$ cat src/rtl/door_lock_ctrl_if.sv
// Key-path handshake between the keypad deserializer and the door lock controller.
// The deserializer presents one decoded key byte per strobe; the controller answers
// with a one-cycle start pulse when it is ready for the next key.
interface door_lock_ctrl_if #(
  parameter int KEY_W = 8
) ();
  logic             i_key_valid;
  logic [KEY_W-1:0] i_key_data;
  logic             o_start;

  modport master (
    output i_key_valid,
    output i_key_data,
    input  o_start
  );

  modport slave (
    input  i_key_valid,
    input  i_key_data,
    output o_start
  );
endinterface

$ cat src/rtl/door_lock_ctrl.sv
// Keypad door lock sequencer: assembles CODE_LEN key bytes, compares them with the
// stored code and drives the lock/unlock/error/timeout/lockout indicators, with
// per-key idle timeout, consecutive-failure counting and a lockout period.
// Optional build macro CODE_PROG_EN adds a PROG state (entered with '#' while
// unlocked) that replaces the stored code; without it the code is fixed.
module door_lock_ctrl #(
  parameter int                        CODE_LEN     = 4,
  parameter int                        KEY_W        = 8,
  parameter logic [CODE_LEN*KEY_W-1:0] DEFAULT_CODE = 32'h31323334,
  parameter int                        KEY_TIMEOUT  = 1000,
  parameter int                        UNLOCK_HOLD  = 5000,
  parameter int                        ERR_HOLD     = 500,
  parameter int                        MAX_TRIES    = 3,
  parameter int                        LOCKOUT_CYC  = 20000
) (
  input  logic                           clk,
  input  logic                           rst_n,
  door_lock_ctrl_if.slave                keyIf,
  input  logic                           i_lock_cmd,
  output logic                           o_locked,
  output logic                           o_unlocked,
  output logic                           o_error,
  output logic                           o_timeout,
  output logic                           o_lockout,
  output logic [$clog2(MAX_TRIES+1)-1:0] o_fail_cnt
);

  localparam int CODE_W = CODE_LEN * KEY_W;
  localparam int IDX_W  = $clog2(CODE_LEN + 1);
  localparam int FAIL_W = $clog2(MAX_TRIES + 1);
  localparam int T_A    = (KEY_TIMEOUT > ERR_HOLD) ? KEY_TIMEOUT : ERR_HOLD;
  localparam int T_MAX  = (T_A > LOCKOUT_CYC) ? T_A : LOCKOUT_CYC;
  localparam int TMR_W  = $clog2(T_MAX + 1);
  localparam int HOLD_W = $clog2(UNLOCK_HOLD + 1);

  localparam logic [KEY_W-1:0] KEY_STAR = KEY_W'(8'h2A);
`ifdef CODE_PROG_EN
  localparam logic [KEY_W-1:0] KEY_HASH = KEY_W'(8'h23);
`endif

  typedef enum logic [2:0] {
    LOCKED,
    ENTRY,
    CHECK,
    ERROR,
    UNLOCKED,
    LOCKOUT
`ifdef CODE_PROG_EN
    , PROG
`endif
  } state_e;

  state_e             state_q, state_d;
  logic [IDX_W-1:0]   idx_q, idx_d;
  logic [TMR_W-1:0]   timer_q, timer_d;
  logic [HOLD_W-1:0]  holdTimer_q, holdTimer_d;
  logic [CODE_W-1:0]  codeBuf_q, codeBuf_d;
  logic [FAIL_W-1:0]  failCnt_q, failCnt_d;
  logic [FAIL_W-1:0]  failNext;
  logic [CODE_W-1:0]  refCode;
  logic               startPending_q;
  logic               start_q, locked_q, unlocked_q, error_q, timeout_q, lockout_q;
  logic               keyAccept, timeoutHit, unlockedNext;
  logic               keyValid;
  logic [KEY_W-1:0]   keyData;
  logic [CODE_W-1:0]  shiftedCode;

`ifdef CODE_PROG_EN
  logic [CODE_W-1:0]  storedCode_q, storedCode_d;
  assign refCode = storedCode_q;
`else
  assign refCode = DEFAULT_CODE;
`endif

  assign keyValid    = keyIf.i_key_valid;
  assign keyData     = keyIf.i_key_data;
  assign shiftedCode = (codeBuf_q << KEY_W) | CODE_W'(keyData);

  // Next-state logic: key handling, timers, code compare and failure accounting.
  always_comb begin
    state_d      = state_q;
    idx_d        = idx_q;
    timer_d      = timer_q;
    holdTimer_d  = holdTimer_q;
    codeBuf_d    = codeBuf_q;
    failCnt_d    = failCnt_q;
    failNext     = failCnt_q;
    keyAccept    = 1'b0;
    timeoutHit   = 1'b0;
    unlockedNext = 1'b0;
`ifdef CODE_PROG_EN
    storedCode_d = storedCode_q;
`endif
    case (state_q)
      LOCKED: begin
        if (keyValid && keyData != KEY_STAR) begin
          keyAccept = 1'b1;
          codeBuf_d = CODE_W'(keyData);
          idx_d     = IDX_W'(1);
          timer_d   = '0;
          state_d   = (CODE_LEN == 1) ? CHECK : ENTRY;
        end
      end
      ENTRY: begin
        if (keyValid) begin
          keyAccept = 1'b1;
          timer_d   = '0;
          if (keyData == KEY_STAR) begin
            codeBuf_d = '0;
            idx_d     = '0;
            state_d   = LOCKED;
          end else begin
            codeBuf_d = shiftedCode;
            if (idx_q == IDX_W'(CODE_LEN - 1)) begin
              idx_d   = '0;
              state_d = CHECK;
            end else begin
              idx_d = idx_q + IDX_W'(1);
            end
          end
        end else if (timer_q == TMR_W'(KEY_TIMEOUT - 1)) begin
          timeoutHit = 1'b1;
          codeBuf_d  = '0;
          idx_d      = '0;
          timer_d    = '0;
          state_d    = LOCKED;
        end else begin
          timer_d = timer_q + TMR_W'(1);
        end
      end
      CHECK: begin
        timer_d     = '0;
        holdTimer_d = '0;
        codeBuf_d   = '0;
        if (codeBuf_q == refCode) begin
          failCnt_d = '0;
          state_d   = UNLOCKED;
        end else begin
          if (failCnt_q != FAIL_W'(MAX_TRIES)) begin
            failNext = failCnt_q + FAIL_W'(1);
          end
          failCnt_d = failNext;
          state_d   = (failNext == FAIL_W'(MAX_TRIES)) ? LOCKOUT : ERROR;
        end
      end
      ERROR: begin
        if (timer_q == TMR_W'(ERR_HOLD - 1)) begin
          timer_d = '0;
          state_d = LOCKED;
        end else begin
          timer_d = timer_q + TMR_W'(1);
        end
      end
      UNLOCKED: begin
        if (i_lock_cmd) begin
          holdTimer_d = '0;
          state_d     = LOCKED;
`ifdef CODE_PROG_EN
        end else if (keyValid && keyData == KEY_HASH) begin
          keyAccept = 1'b1;
          idx_d     = '0;
          timer_d   = '0;
          codeBuf_d = '0;
          state_d   = PROG;
`endif
        end else if (holdTimer_q == HOLD_W'(UNLOCK_HOLD - 1)) begin
          holdTimer_d = '0;
          state_d     = LOCKED;
        end else begin
          holdTimer_d = holdTimer_q + HOLD_W'(1);
        end
      end
      LOCKOUT: begin
        if (timer_q == TMR_W'(LOCKOUT_CYC - 1)) begin
          timer_d   = '0;
          failCnt_d = '0;
          state_d   = LOCKED;
        end else begin
          timer_d = timer_q + TMR_W'(1);
        end
      end
`ifdef CODE_PROG_EN
      PROG: begin
        if (i_lock_cmd) begin
          idx_d       = '0;
          timer_d     = '0;
          holdTimer_d = '0;
          codeBuf_d   = '0;
          state_d     = LOCKED;
        end else if (keyValid) begin
          keyAccept = 1'b1;
          timer_d   = '0;
          if (keyData == KEY_STAR) begin
            idx_d     = '0;
            codeBuf_d = '0;
            state_d   = UNLOCKED;
          end else if (idx_q == IDX_W'(CODE_LEN - 1)) begin
            storedCode_d = shiftedCode;
            holdTimer_d  = '0;
            idx_d        = '0;
            codeBuf_d    = '0;
            state_d      = UNLOCKED;
          end else begin
            codeBuf_d = shiftedCode;
            idx_d     = idx_q + IDX_W'(1);
          end
        end else if (timer_q == TMR_W'(KEY_TIMEOUT - 1)) begin
          timeoutHit = 1'b1;
          idx_d      = '0;
          timer_d    = '0;
          codeBuf_d  = '0;
          state_d    = UNLOCKED;
        end else begin
          timer_d = timer_q + TMR_W'(1);
        end
      end
`endif
      default: state_d = LOCKED;
    endcase
    unlockedNext = (state_d == UNLOCKED);
`ifdef CODE_PROG_EN
    if (state_d == PROG) unlockedNext = 1'b1;
`endif
  end

  // State, entry buffer, timers and failure count.
  always_ff @(posedge clk or negedge rst_n) begin
    if (!rst_n) begin
      state_q     <= LOCKED;
      idx_q       <= '0;
      timer_q     <= '0;
      holdTimer_q <= '0;
      codeBuf_q   <= '0;
      failCnt_q   <= '0;
`ifdef CODE_PROG_EN
      storedCode_q <= DEFAULT_CODE;
`endif
    end else begin
      state_q     <= state_d;
      idx_q       <= idx_d;
      timer_q     <= timer_d;
      holdTimer_q <= holdTimer_d;
      codeBuf_q   <= codeBuf_d;
      failCnt_q   <= failCnt_d;
`ifdef CODE_PROG_EN
      storedCode_q <= storedCode_d;
`endif
    end
  end

  // Registered indicators, derived from the upcoming state so they line up with it.
  always_ff @(posedge clk or negedge rst_n) begin
    if (!rst_n) begin
      startPending_q <= 1'b1;
      start_q        <= 1'b0;
      locked_q       <= 1'b1;
      unlocked_q     <= 1'b0;
      error_q        <= 1'b0;
      timeout_q      <= 1'b0;
      lockout_q      <= 1'b0;
    end else begin
      startPending_q <= 1'b0;
      start_q        <= startPending_q | keyAccept;
      locked_q       <= !unlockedNext;
      unlocked_q     <= unlockedNext;
      error_q        <= (state_d == ERROR) || (state_d == LOCKOUT);
      timeout_q      <= timeoutHit;
      lockout_q      <= (state_d == LOCKOUT);
    end
  end

  assign keyIf.o_start = start_q;
  assign o_locked      = locked_q;
  assign o_unlocked    = unlocked_q;
  assign o_error       = error_q;
  assign o_timeout     = timeout_q;
  assign o_lockout     = lockout_q;
  assign o_fail_cnt    = failCnt_q;

endmodule

$ cat src/flat_wrapper.sv
// flat-port wrapper written by rule: the top's interface ports become plain ports
module door_lock_ctrl_flat 
#(
  parameter int                        CODE_LEN     = 4,
  parameter int                        KEY_W        = 8,
  parameter logic [CODE_LEN*KEY_W-1:0] DEFAULT_CODE = 32'h31323334,
  parameter int                        KEY_TIMEOUT  = 1000,
  parameter int                        UNLOCK_HOLD  = 5000,
  parameter int                        ERR_HOLD     = 500,
  parameter int                        MAX_TRIES    = 3,
  parameter int                        LOCKOUT_CYC  = 20000
)
  (clk, rst_n, i_lock_cmd, o_locked, o_unlocked, o_error, o_timeout, o_lockout, o_fail_cnt, keyIf_i_key_valid, keyIf_i_key_data, keyIf_o_start);
  door_lock_ctrl_if #(.KEY_W(KEY_W)) keyIf_i ();
  input  logic clk;
  input  logic rst_n;
  input  logic i_lock_cmd;
  output logic o_locked;
  output logic o_unlocked;
  output logic o_error;
  output logic o_timeout;
  output logic o_lockout;
  output logic [$clog2(MAX_TRIES+1)-1:0] o_fail_cnt;
  input wire logic [$bits(keyIf_i.i_key_valid)-1:0] keyIf_i_key_valid;
  input wire logic [$bits(keyIf_i.i_key_data)-1:0] keyIf_i_key_data;
  output wire logic [$bits(keyIf_i.o_start)-1:0] keyIf_o_start;
  assign keyIf_i.i_key_valid = keyIf_i_key_valid;
  assign keyIf_i.i_key_data = keyIf_i_key_data;
  assign keyIf_o_start = keyIf_i.o_start;
  door_lock_ctrl #(.CODE_LEN(CODE_LEN), .KEY_W(KEY_W), .DEFAULT_CODE(DEFAULT_CODE), .KEY_TIMEOUT(KEY_TIMEOUT), .UNLOCK_HOLD(UNLOCK_HOLD), .ERR_HOLD(ERR_HOLD), .MAX_TRIES(MAX_TRIES), .LOCKOUT_CYC(LOCKOUT_CYC)) u_core (.clk(clk), .rst_n(rst_n), .keyIf(keyIf_i), .i_lock_cmd(i_lock_cmd), .o_locked(o_locked), .o_unlocked(o_unlocked), .o_error(o_error), .o_timeout(o_timeout), .o_lockout(o_lockout), .o_fail_cnt(o_fail_cnt));
endmodule
$ cat config.mk
export PLATFORM = sky130hd
export DESIGN_NAME = door_lock_ctrl_flat
export DESIGN_NICKNAME = d
export VERILOG_FILES = /design/src/rtl/door_lock_ctrl_if.sv /design/src/rtl/door_lock_ctrl.sv /design/src/flat_wrapper.sv
export SDC_FILE = /design/constraint.sdc
export NUM_CORES = 1
export LEC_CHECK = 0
export CAP_MARGIN = 10
export CORE_UTILIZATION = 45
export CTS_CLUSTER_DIAMETER = 200
export CTS_CLUSTER_SIZE = 16
export DETAILED_ROUTE_END_ITERATION = 16
export PLACE_DENSITY = 0.65
export SLEW_MARGIN = 10
export SYNTH_ARGS = -nofsm -noshare
export SYNTH_HDL_FRONTEND = slang
export SYNTH_SLANG_ARGS = --single-unit
$ cat constraint.sdc
create_clock -name clk -period 1.9 [get_ports clk]
set_clock_uncertainty 0.05 [all_clocks]
set_input_delay 0.285 -clock clk [delete_from_list [all_inputs] [get_ports clk]]
set_output_delay 0.285 -clock clk [all_outputs]
set_load 0.05 [all_outputs]
### Yosys cells after proc, flatten, opt, wreduce, memory -nomap -nowiden

Cells that the tools add are included.

* register bits: 75
* latch bits: 0
* bits in writable memories: 0
* ROM bits: 0
* input bits: 12
* output and inout bits: 8
* logic and storage cells: 97
* memories kept: 0

* add/sub/neg operators: 4
* $mul: 0
* div/mod/pow operators: 0
* $lt $le $gt $ge: 0
* eq/ne operators: 21
* shifts and indexed selects: 0
* muxes and demuxes: 44
* bitwise operators: 2
* reductions and logical operators: 13

Operators with widths (number)
* 2-to-1 mux 32 bit: 4
* case mux 32 bit (3 select lines): 1
* 2-to-1 mux 15 bit: 5
* case mux 15 bit (5 select lines): 1
* 2-to-1 mux 3 bit: 16
* equality test 32 x 30 -> 1 bit, second input constant: 1
* OR 32 x 8 -> 32 bit: 1
* 2-to-1 mux 13 bit: 2
* case mux 13 bit (2 select lines): 1
* case mux 3 bit (6 select lines): 1
* adder 15 x 1 -> 15 bit, second input constant: 1
* equality test 15 x 10 -> 1 bit, second input constant: 1
* equality test 15 bit, second input constant: 1
* equality test 15 x 9 -> 1 bit, second input constant: 1
* adder 13 x 1 -> 13 bit, second input constant: 1
* equality test 13 bit, second input constant: 1
* equality test 3 x 2 -> 1 bit, second input constant: 4
* equality test 3 bit, second input constant: 4
* 2-to-1 mux 2 bit: 5
* equality test 8 x 6 -> 1 bit, second input constant: 1
* inequality test 8 x 6 -> 1 bit, second input constant: 1
* case mux 3 bit (2 select lines): 1
* AND reduction 3 bit: 2
* nonzero test 2 bit: 3
* other kinds (18): 24

### Longest topological paths before layout

Gate-level depths: netlist of run 1.

* depth after elaboration: 10
* depth in mapped cells: 9
* gate-level depth less buffers: 8

### Worst setup path before layout of run 1

No wires, ideal clock.

* path type: reg2reg
* from: register u_core.timer_q[0]
* to: register u_core.timer_q[3]
* data arrival time: 1.820 ns
* setup slack: -0.091 ns
* cell stages (with the launch flop): 9
* path buffers: 1
* path through: dfrtp_1 -> ha_1 -> nand2_1 -> or4_4 -> o21ai_4 -> nand3_2 -> buf_6 -> a21o_1 -> a22o_1

* longest elaborated chain between the ends: 4
* elaborated cells between the ends (all ways): 9

RTL lines
* from (decl): RTL line door_lock_ctrl.sv:55 `logic [TMR_W-1:0] timer_q, timer_d;`
* from (signal assigned): RTL line door_lock_ctrl.sv:241 `timer_q <= timer_d;`
* adder 15 x 1 -> 15 bit or equality test 15 x 10 -> 1 bit (tied branches)
* 2-to-1 mux 15 bit: RTL line door_lock_ctrl.sv:121 `end else if (timer_q == TMR_W'(KEY_TIMEOUT - 1)) begin`
* 2-to-1 mux 15 bit: RTL line door_lock_ctrl.sv:105 `if (keyValid) begin`
* case mux 15 bit (5 select lines) (*): RTL line door_lock_ctrl.sv:94 `case (state_q)`

Every way passes the cells marked *; elsewhere a longest branch is shown, timed or not.
A chain may end at the register's enable or synchronous reset.

### Worst setup path in the final report of run 1

* from: register u_core.timer_q[1]
* to: register u_core.codeBuf_q[24]

* longest elaborated chain between the ends: 3

RTL lines
* equality test 15 x 10 -> 1 bit: RTL line door_lock_ctrl.sv:121
* inequality test 3 x 2 -> 1 bit (no line)
* AND reduction 3 bit (no line)
* to (signal assigned): RTL line door_lock_ctrl.sv:243 `codeBuf_q <= codeBuf_d;`
* to (decl): RTL line door_lock_ctrl.sv:57 `logic [CODE_W-1:0] codeBuf_q, codeBuf_d;`

No other way between the ends.

==> impl_metrics.yaml, run 1 <==
timing:
  tns_ps: -3886
  final.period_utilization_pct: 105.9
  setup_viol: 50
  rsz0062_at_grt: "yes"
  timing.final.ws_setup_ps: -111.2
  slew-limit-headroom_pct: 66.65
  period_minus_slack_ps: 2011
  hold_ws_ps: 274.2
  clock.fmax_ghz: 0.4972
  final-hold-violation-count: 0
  tightest_slew_ps: 498.8
  final_max_slew_viol_count: 0
route:
  via_per_inst: 5.679
  drtPass1Iterations: 4
  vias: 3186
  wl_um: 9325
  route.met2.wl_um: 4669
  top_layer: "met4"
  dr_wl_met3_um: 269
  wl_per_cell_um: 16.62
  antenna_left: 0
  met1Wirelength_um: 4266
  drc_errors: 0
  detail_route.iter0.violations: 170
clock_tree:
  worstSkewPairLatency_ps: 350
  cts-root-buf: "clkbuf_8"
  clockBufferDepth: 2
  cts_sinks: 75
  cts_tree: "built"
  cts-htree-levels: 3
  cts_buffers: 9
  clkTransAtPathRegs_ps: 90
critical_path:
  slowest_stage: "dfrtp_1"
  path_class: "reg -> reg"
  cp.required_ps: 2080
  critical_path.cell_chain: "ha_4 > buf_4 > nand4b_1 > o21ai_4 > buf_6 > o21ai_2 > buf_6 > clkbuf_16 > a22o_1"
  crit_arrival_ps: 2190
  crit_fanout: 10
  path_common_cell: "buf_6"
  path_buf_inv: 4
  end_kind: "register"
  slowest_delay_ps: 410
  path_delay_family: "buffers and inverters"
  critPathLaunchType: "register"
  reg2reg_slack_ps: -110
yosys:
  synthTopCellsByCount: "73 x dfrtp_1, 46 x nand2_1, 29 x a22o_1, 29 x o21ai_0, 17 x nor2_1"
  synth_most_common_cell: "dfrtp_1"
  synth_warnings: 0
  yosys.area_share.simple_pct: 21.95
  yosysSeqAreaShare_pct: 51.92
  yosysTopAreaCellShare_pct: 50.47
  async_flop_share_pct: 100.0
  syn_area_um2: 3620
  synth_xor_xnor_area_share_pct: 0.2420
  syn_avg_cell_area_um2: 10.08
  synth_cell_types: 57
  syn_nets: 374
  synth.area.mux_share_pct: 0.3111
  synth_top_family_by_area: "simple AND/OR/NAND/NOR gates"
  ys.flop_type: "dfrtp_1"
  synthAdderAreaFrac_pct: 1.037
  synthCells: 359
  synth_compound_area_share_pct: 21.47
  netlist_top_cells_area: "dfrtp_1 50%, a22o_1 7.0%, nand2_1 4.8%, o21ai_0 4.0%, a21oi_1 2.1%"
  ys_ff_latch: 75
  yosysTopAreaCell: "dfrtp_1"
  synth-edff-count: 0
final_layout:
  synthToLayoutAreaGrowth_pct: 39.96
  nets: 469
  postLayoutCellArea_um2: 5066
  num_antenna_cells: 0
  drive_gt1_share_pct: 33.12
pwr:
  power_leakage_uw: 0.002280
  power_uw: 8008
  p_clk_share_pct: 21.9
  switchingPower_uw: 3001
  comb_power_share_pct: 49.0
  pwr-share-seq_pct: 29.1
  power.internal_uw: 5007
  power.density_nw_per_um2: 1581
  p_sw_share_pct: 37.48
  ir_drop_mv: 1.043
die:
  start_util_pct: 46.60
  coreArea_um2: 7767
  design.die.area_um2: 8406
  rows: 32
  fp.dieW_um: 91.69
  die_y_um: 91.69
  io_pins: 20
place:
  routabilityCongestion: 0.8379
  io_buffers: 19
  place_area_um2: 4353
  dp_hpwl_um: 5936
grt:
  grt_max_degree: 42
  grt_use_total_pct: 22.39
  grt_overflow: 0
  antenna_found_initial: 0
  grt_pass1_vias: 3116
  grt_pass1_wl_um: 14860
hold_path:
  hold_class: "in -> async"
flow_run:
  maxCapViolations: 0
status:
  run_status: "complete, but fails checks"
  failed_checks: "negative setup slack"
[final timing paths]
check	start	endpoint	depth (start not counted)
max	u_core.timer_q[1]$_DFFE_PN0P_	u_core.codeBuf_q[24]$_DFFE_PN0P_	9
min reg2reg	u_core.timer_q[14]$_DFFE_PN0P_	u_core.timer_q[14]$_DFFE_PN0P_	1
min	rst_n	u_core.o_timeout$_DFF_PN0_	2
max in group asynchronous	rst_n	u_core.o_locked$_DFF_PN1_	3
max reg2reg	u_core.timer_q[1]$_DFFE_PN0P_	u_core.codeBuf_q[24]$_DFFE_PN0P_	9
min in group clk	keyIf_i_key_data[0]	u_core.codeBuf_q[0]$_DFFE_PN0P_	3
[flip-flops by register name (all words and copies together) (netlist names)]
signal / count
u_core.idx_q: 3
u_core.state_q: 3
u_core.o_lockout: 1
u_core.o_timeout: 1
u_core.holdTimer_q: 13
u_core.o_unlocked: 1
u_core.keyIf.o_start: 1
u_core.startPending_q: 1
u_core.codeBuf_q: 32
u_core.o_error: 1
u_core.o_fail_cnt: 2
u_core.timer_q: 15
u_core.o_locked: 1
[per-stage QoR]
stage | utilization, % | setup WS [ps] | cells
after floorplan | - | -14.22 | 359
after global placement | 56.04 | -538.2 | 523
after detailed placement | 56.04 | -562.2 | 523
after CTS | 61.66 | -86.67 | 548
after global routing | 65.22 | -220.5 | 561
final | 65.22 | -111.2 | 561
[cell usage in the layout, fill, tap and decap left out, types with 5 or more instances in the layout]
| master | n |
|---|---|
| a21oi_1 | 9 |
| a21oi_2 | 6 |
| a22o_1 | 29 |
| a31oi_1 | 11 |
| buf_4 | 67 |
| buf_6 | 11 |
| bufinv_16 | 5 |
| clkbuf_8 | 9 |
| clkdlybuf4s50_1 | 10 |
| dfrtp_1 | 73 |
| dlygate4sd2_1 | 6 |
| inv_1 | 6 |
| nand2_1 | 44 |
| nand2b_1 | 9 |
| nand3_1 | 11 |
| nand4_1 | 5 |
| nor2_1 | 16 |
| nor3_1 | 5 |
| o21ai_0 | 10 |
| o21ai_1 | 22 |
| o21ai_2 | 6 |
[layout make-up]
class / instances / area, um^2
Clock inverter: 7 / 163.9
Fill cell: 612 / 2701
Sequential cell: 75 / 1879
Clock buffer: 9 / 123.9
Timing Repair Buffer: 100 / 899.6
Tap cell: 102 / 127.6
Inverter: 7 / 26.28
Multi-Input combinational cell: 261 / 1846
[per-layer routing]
metal	vias to the layer above	global-route usage (%)
li1	1522	-
met1	1582	30.01
met2	67	37.03
met3	15	3.400
met4	0	7.804
met5	-	0
[cell families after synthesis]
family	after synthesis
AO/OA/AOI/OAI	113
multiplexers	1
other	1
buffers and inverters	23
AND/OR/NAND/NOR	142
flip-flops	75
XOR/XNOR	1
adder cells (fa/ha/maj)	3
[power by group through the flow]
stage | Combinational, uW | Clock, uW | Sequential, uW
after CTS | 3260 | 1780 | 2300
after floorplan | 1820 | 0 | 2430
after detailed placement | 2990 | 0 | 2330
after global routing | 4240 | 1850 | 2380
final | 3920 | 1750 | 2330
after global placement | 2930 | 0 | 2320
[what timing repair did]
| item | CTS | global route |
|---|---|---|
| pin swaps | 22 | 14 |
| hold buffers | 1 | 0 |
| resized for setup | 33 | 44 |
| cloned | 2 | 3 |
| setup endpoints to repair | 62 | 66 |
| buffers inserted | 6 | 11 |
| endpoints found under the hold margin | 13 | 0 |
Power figures use the tool's default switching activity.
==> run 2: changes to the inputs <==
CTS_CLUSTER_DIAMETER = 150   (was 200)
CTS_CLUSTER_SIZE = not set   (was 16)
clock period = 1.7 ns   (was 1.9 ns; I/O delays follow)
==> run 2 against run 1 <==
  * The run still ends with negative setup slack left
  * Final area is 12% higher
  * Die area stayed put
  * Sequential share of layout area is 4.0 points lower
  * Utilization is 7.9 points higher
  * First-iteration DRC count is 10% higher
  * Clock power is 9.7% lower
  * Register-to-register slack worse by 250 ps
  * Combinational power is 55% higher
  * Worst hold slack worse by 57 ps
  * Critical endpoint is now u_core.timer_q[10]$_DFFE_PN0P_
==> impl_metrics.yaml, run 2 (synthesized netlist as in run 1, its figures left out) <==
status:
  run_status: "complete, but fails checks"
  failed_checks: "negative setup slack"
die:
  io_pins: 20
  fp.dieW_um: 91.69
  design.die.area_um2: 8406
  rows: 32
  start_util_pct: 46.60
  coreArea_um2: 7767
  die_y_um: 91.69
pwr:
  power.density_nw_per_um2: 1799
  power_leakage_uw: 0.002634
  power_uw: 10220
  ir_drop_mv: 1.083
route:
  met1Wirelength_um: 4850
  antenna_left: 0
  drc_errors: 0
  dr_wl_met3_um: 667
  top_layer: "met4"
  wl_um: 11280
  detail_route.iter0.violations: 187
  vias: 3530
  drtPass1Iterations: 6
  route.met2.wl_um: 5533
  via_per_inst: 5.796
  wl_per_cell_um: 18.52
critical_path:
  path_common_cell: "a31oi_1"
  path_delay_family: "simple AND/OR/NAND/NOR gates"
  slowest_delay_ps: 430
  reg2reg_slack_ps: -360
  critPathLaunchType: "register"
  slowest_stage: "or4_4"
  crit_fanout: 7
  path_class: "reg -> reg"
  path_buf_inv: 1
  end_kind: "register"
  cp.required_ps: 1900
  crit_start: "u_core.timer_q[1]$_DFFE_PN0P_"
  critical_path.cell_chain: "ha_4 > nand2_2 > or4_4 > o21ai_4 > nand3_4 > buf_6 > a31oi_1 > a31oi_1"
  crit_arrival_ps: 2260
  reg2reg_from: "u_core.timer_q[1]$_DFFE_PN0P_"
grt:
  grt_pass1_vias: 3470
  grt_pass1_wl_um: 17660
  grt_max_degree: 27
  grt_use_total_pct: 27.63
  antenna_found_initial: 0
  grt_overflow: 0
timing:
  final_max_slew_viol_count: 0
  setup_viol: 71
  rsz0062_at_grt: "yes"
  timing.final.ws_setup_ps: -360.3
  final.period_utilization_pct: 121.2
  period_minus_slack_ps: 2060
  clock.fmax_ghz: 0.4854
  final-hold-violation-count: 0
  tns_ps: -15190
final_layout:
  top_regs: "u_core.codeBuf_q x32, u_core.timer_q x15, u_core.holdTimer_q x13"
  nets: 517
  drive_gt1_share_pct: 47.14
  layout_common_cells: "99 x buf_4, 72 x dfrtp_1, 35 x nand2_1"
  mostFrequentLayoutCell: "buf_4"
  synthToLayoutAreaGrowth_pct: 57.00
  largest_reg_flops: 32
  regMostFlops: "u_core.codeBuf_q"
  num_antenna_cells: 0
place:
  io_buffers: 19
  dp_hpwl_um: 6359
  routabilityCongestion: 0.8066
clock_tree:
  clkTransAtPathRegs_ps: 90
  cts-htree-levels: 3
  cts_buffers: 9
  clockBufferDepth: 2
  cts_sinks: 75
  cts_tree: "built"
  cts-root-buf: "clkbuf_8"
  worstSkewPairLatency_ps: 370
flow_run:
  maxCapViolations: 0
hold_path:
  hold_class: "in -> reg"
  hp-start: "keyIf_i_key_data[0]"
run 2: cell count changes in the layout (fill, tap and decap cells not counted), moves of 5 or more:
cell | previous run | this run
buf_4 | 67 | 99
buf_6 | 11 | 27
o21ai_2 | 6 | 20
o21ai_1 | 22 | 12
nand2_1 | 44 | 35
clkdlybuf4s50_1 | 10 | 2
o21ai_0 | 10 | 4
buf_12 | 3 | 8
nand2_4 | 1 | 6
run 2: final cells by class:
cell class / count / area [um^2]
inverters: 7 / 26.28
flip-flops and latches: 75 / 1881
repair buffers: 148 / 1396
clock inverters: 7 / 100.1
multi-input cells: 261 / 2028
clock buffers: 9 / 123.9
fillers: 505 / 2085
well taps: 102 / 127.6
run 2: report_power, final:
group	switching (uW)	internal [uW]	leakage, uW
Clock	739	839	0.000114
Sequential	333	2240	0.00100
Combinational	3030	3040	0.00152
run 2: final timing paths:
path	to	cells past startpoint
max	u_core.timer_q[10]$_DFFE_PN0P_	8
min	u_core.codeBuf_q[0]$_DFFE_PN0P_	3
max reg2reg	u_core.timer_q[10]$_DFFE_PN0P_	8
min reg2reg	u_core.codeBuf_q[28]$_DFFE_PN0P_	1
max in group asynchronous	u_core.timer_q[14]$_DFFE_PN0P_	3
min in group asynchronous	u_core.timer_q[10]$_DFFE_PN0P_	2
run 2: metal layers:
| metal | track usage (%) | vias to the layer above |
|---|---|---|
| met2 | 44.05 | 120 |
| li1 | - | 1622 |
| met3 | 5.307 | 23 |
| met5 | 0 | - |
| met1 | 36.70 | 1765 |
| met4 | 12.17 | 0 |
run 2: timing repair:
action	CTS	global route
pin swaps	21	44
gates resized for setup	71	73
cloned	9	1
hold buffers	1	0
endpoints found under the hold margin	21	0
setup buffers	21	12
setup endpoints to repair	72	74
run 2: tightest hold or removal path: cells and delay by family:
family	cells	cell delay [ps]
buffers and inverters	1	210
AO/OA/AOI/OAI	1	60
AND/OR/NAND/NOR	1	80
run 2: through the flow:
| stage | instances | setup WS, ps | util, % | hold slack, ps | area (um^2) |
|---|---|---|---|---|---|
| after floorplan | 359 | -213.0 | - | -90.59 | 3696 |
| after global placement | 557 | -711.8 | 59.84 | 159.4 | 4648 |
| after detailed placement | 557 | -726.0 | 59.84 | 161.6 | 4648 |
| after CTS | 603 | -355.5 | 70.65 | 184.9 | 5488 |
| after global routing | 609 | -432.0 | 73.16 | 216.0 | 5683 |
| final | 609 | -360.3 | 73.16 | 217.2 | 5683 |
==> run 3: changes to the inputs <==
PLACE_DENSITY = not set   (was 0.65)
clock period = 1.9 ns   (was 1.7 ns; I/O delays follow)
==> run 3 against run 2 <==
  * The flow still finishes with violations (negative setup slack)
  * Combinational power fell by 21%
  * Flip-flop and latch count is the same
  * Sequential power down 8.6%
  * Die area unchanged
  * Register-to-register slack better by 190 ps
  * Global-route usage decreased by 4.1 points
  * Final area shrank 8.2%
  * Sequential share of layout area up 3.0 points
  * Critical path type unchanged
  * Largest cell class unchanged
  * Highest routed layer unchanged
==> impl_metrics.yaml, run 3 (synthesized netlist as in run 1, its figures left out) <==
final_layout:
  layout.cells.non_filler: 570
  largest_reg_flops: 32
  seq_area_um2: 1881
  fillers: 607
  synthToLayoutAreaGrowth_pct: 44.11
  num_antenna_cells: 0
  mostFrequentLayoutCell: "dfrtp_1"
  drive_gt1_share_pct: 38.68
  top_regs: "u_core.codeBuf_q x32, u_core.timer_q x15, u_core.holdTimer_q x13"
  nets: 478
  multiInputGateArea_um2: 1964
  layout_common_cells: "72 x dfrtp_1, 65 x buf_4, 37 x nand2_1"
  regMostFlops: "u_core.codeBuf_q"
die:
  coreArea_um2: 7767
  io_pins: 20
  design.die.area_um2: 8406
  die_y_um: 91.69
  start_util_pct: 46.60
  fp.dieW_um: 91.69
  rows: 32
route:
  wl_per_cell_um: 17.15
  antenna_left: 0
  drc_errors: 0
  detail_route.iter0.violations: 132
  via_per_inst: 5.549
  drtPass1Iterations: 4
  vias: 3163
  wl_um: 9774
place:
  dpl.cell_count: 529
  io_buffers: 19
  pre_cts_ws_ps: -512.8
  dp_hpwl_um: 6036
  routabilityCongestion: 0.7833
grt:
  grt_overflow: 0
  grt_use_total_pct: 23.55
  grt_max_degree: 52
  antenna_found_initial: 0
  grt_pass1_wl_um: 15340
  grt_pass1_vias: 3077
timing:
  final-hold-violation-count: 0
  tns_ps: -5962
  slew-limit-headroom_pct: 65.94
  final.period_utilization_pct: 109.0
  timing.final.ws_setup_ps: -171.4
  final_max_slew_viol_count: 0
  period_minus_slack_ps: 2071
  setup_viol: 55
  clock.fmax_ghz: 0.4828
  rsz0062_at_grt: "yes"
  tightest_slew_ps: 509.3
critical_path:
  path_common_cell: "buf_6"
  path_class: "reg -> reg"
  crit_start: "u_core.timer_q[3]$_DFFE_PN0P_"
  slowest_delay_ps: 420
  worst_r2r_endpoint: "u_core.timer_q[1]$_DFFE_PN0P_"
  crit_arrival_ps: 2260
  cp_num_cells: 8
  critPathLaunchType: "register"
  path_buf_inv: 3
  cp.required_ps: 2090
  end_kind: "register"
  reg2reg_slack_ps: -170
  slowest_stage: "dfrtp_1"
  cp-endpoint: "u_core.timer_q[1]$_DFFE_PN0P_"
  reg2reg_from: "u_core.timer_q[3]$_DFFE_PN0P_"
  critical_path.cell_chain: "nor4b_2 > nand3_1 > buf_6 > o21ai_4 > buf_6 > nand3_4 > buf_6 > a22o_1"
  crit_fanout: 8
  path_delay_family: "simple AND/OR/NAND/NOR gates"
  rr_worst_depth: 8
hold_path:
  hold_class: "in -> reg"
status:
  failed_checks: "negative setup slack"
  run_status: "complete, but fails checks"
pwr:
  power.density_nw_per_um2: 1576
  power_uw: 8218
  ir_drop_mv: 1.262
  power_leakage_uw: 0.002337
clock_tree:
  cts-root-buf: "clkbuf_8"
  cts_sinks: 75
  worstSkewPairLatency_ps: 350
  cts-htree-levels: 3
  cts_buffers: 9
  clkTransAtPathRegs_ps: 80
  clockBufferDepth: 2
  cts_tree: "built"
flow_run:
  maxCapViolations: 0
==> run 3: cell type report <==
class,count,area share (%)
well taps,102,2.447
inverters,7,0.5037
clock inverters,6,0.8155
repair buffers,109,20.08
multi-input cells,261,37.66
flip-flops and latches,75,36.05
clock buffers,10,2.447
==> run 3: what timing repair did <==
item,4_1_cts,5_1_grt
pin swaps,19,34
endpoints found under the setup margin,63,69
buffers inserted,11,7
hold endpoints to repair,23,0
cloned,6,1
resized for setup,49,72
hold buffers,1,0
==> run 3: power breakdown <==
group	switching [uW]	leakage, uW	internal (uW)
logic	2400	0.00125	2380
registers	348	0.00100	2010
clock network	612	0.0000822	474
==> run 3: worst min-delay path by stage <==
stage	start	slack, ps	to	cells after the start
final	keyIf_i_key_data[0]	300	u_core.codeBuf_q[0]$_DFFE_PN0P_	3
after global routing	keyIf_i_key_data[7]	300	u_core.codeBuf_q[7]$_DFFE_PN0P_	3
after detailed placement	rst_n	170	u_core.timer_q[5]$_DFFE_PN0P_	1
after CTS	keyIf_i_key_data[0]	260	u_core.codeBuf_q[0]$_DFFE_PN0P_	3
after global placement	rst_n	160	u_core.timer_q[5]$_DFFE_PN0P_	1
after floorplan	rst_n	-60	u_core.codeBuf_q[0]$_DFFE_PN0P_	0
==> run 3: stage by stage <==
step	utilization (%)	cell area [um^2]	hold WS [ps]
after global routing	67.16	5216	303.8
after floorplan	-	3652	-60.59
final	67.16	5216	296.3
after detailed placement	56.59	4395	169.1
after CTS	63.22	4911	260.0
after global placement	56.59	4395	164.2
==> run 3: worst min-delay path, cell delays in order <==
cell           delay, ps
dlygate4sd2_1        240
nand2_1               70
o21ai_2               60
==> run 3: layer usage <==
metal | wire length [um] | vias to the layer above | global-route usage (%)
li1 | - | 1549 | -
met1 | 4527 | 1541 | 33.21
met2 | 4848 | 67 | 37.03
met3 | 339 | 6 | 5.556
met4 | 58 | 0 | 5.159
met5 | 0 | - | 0
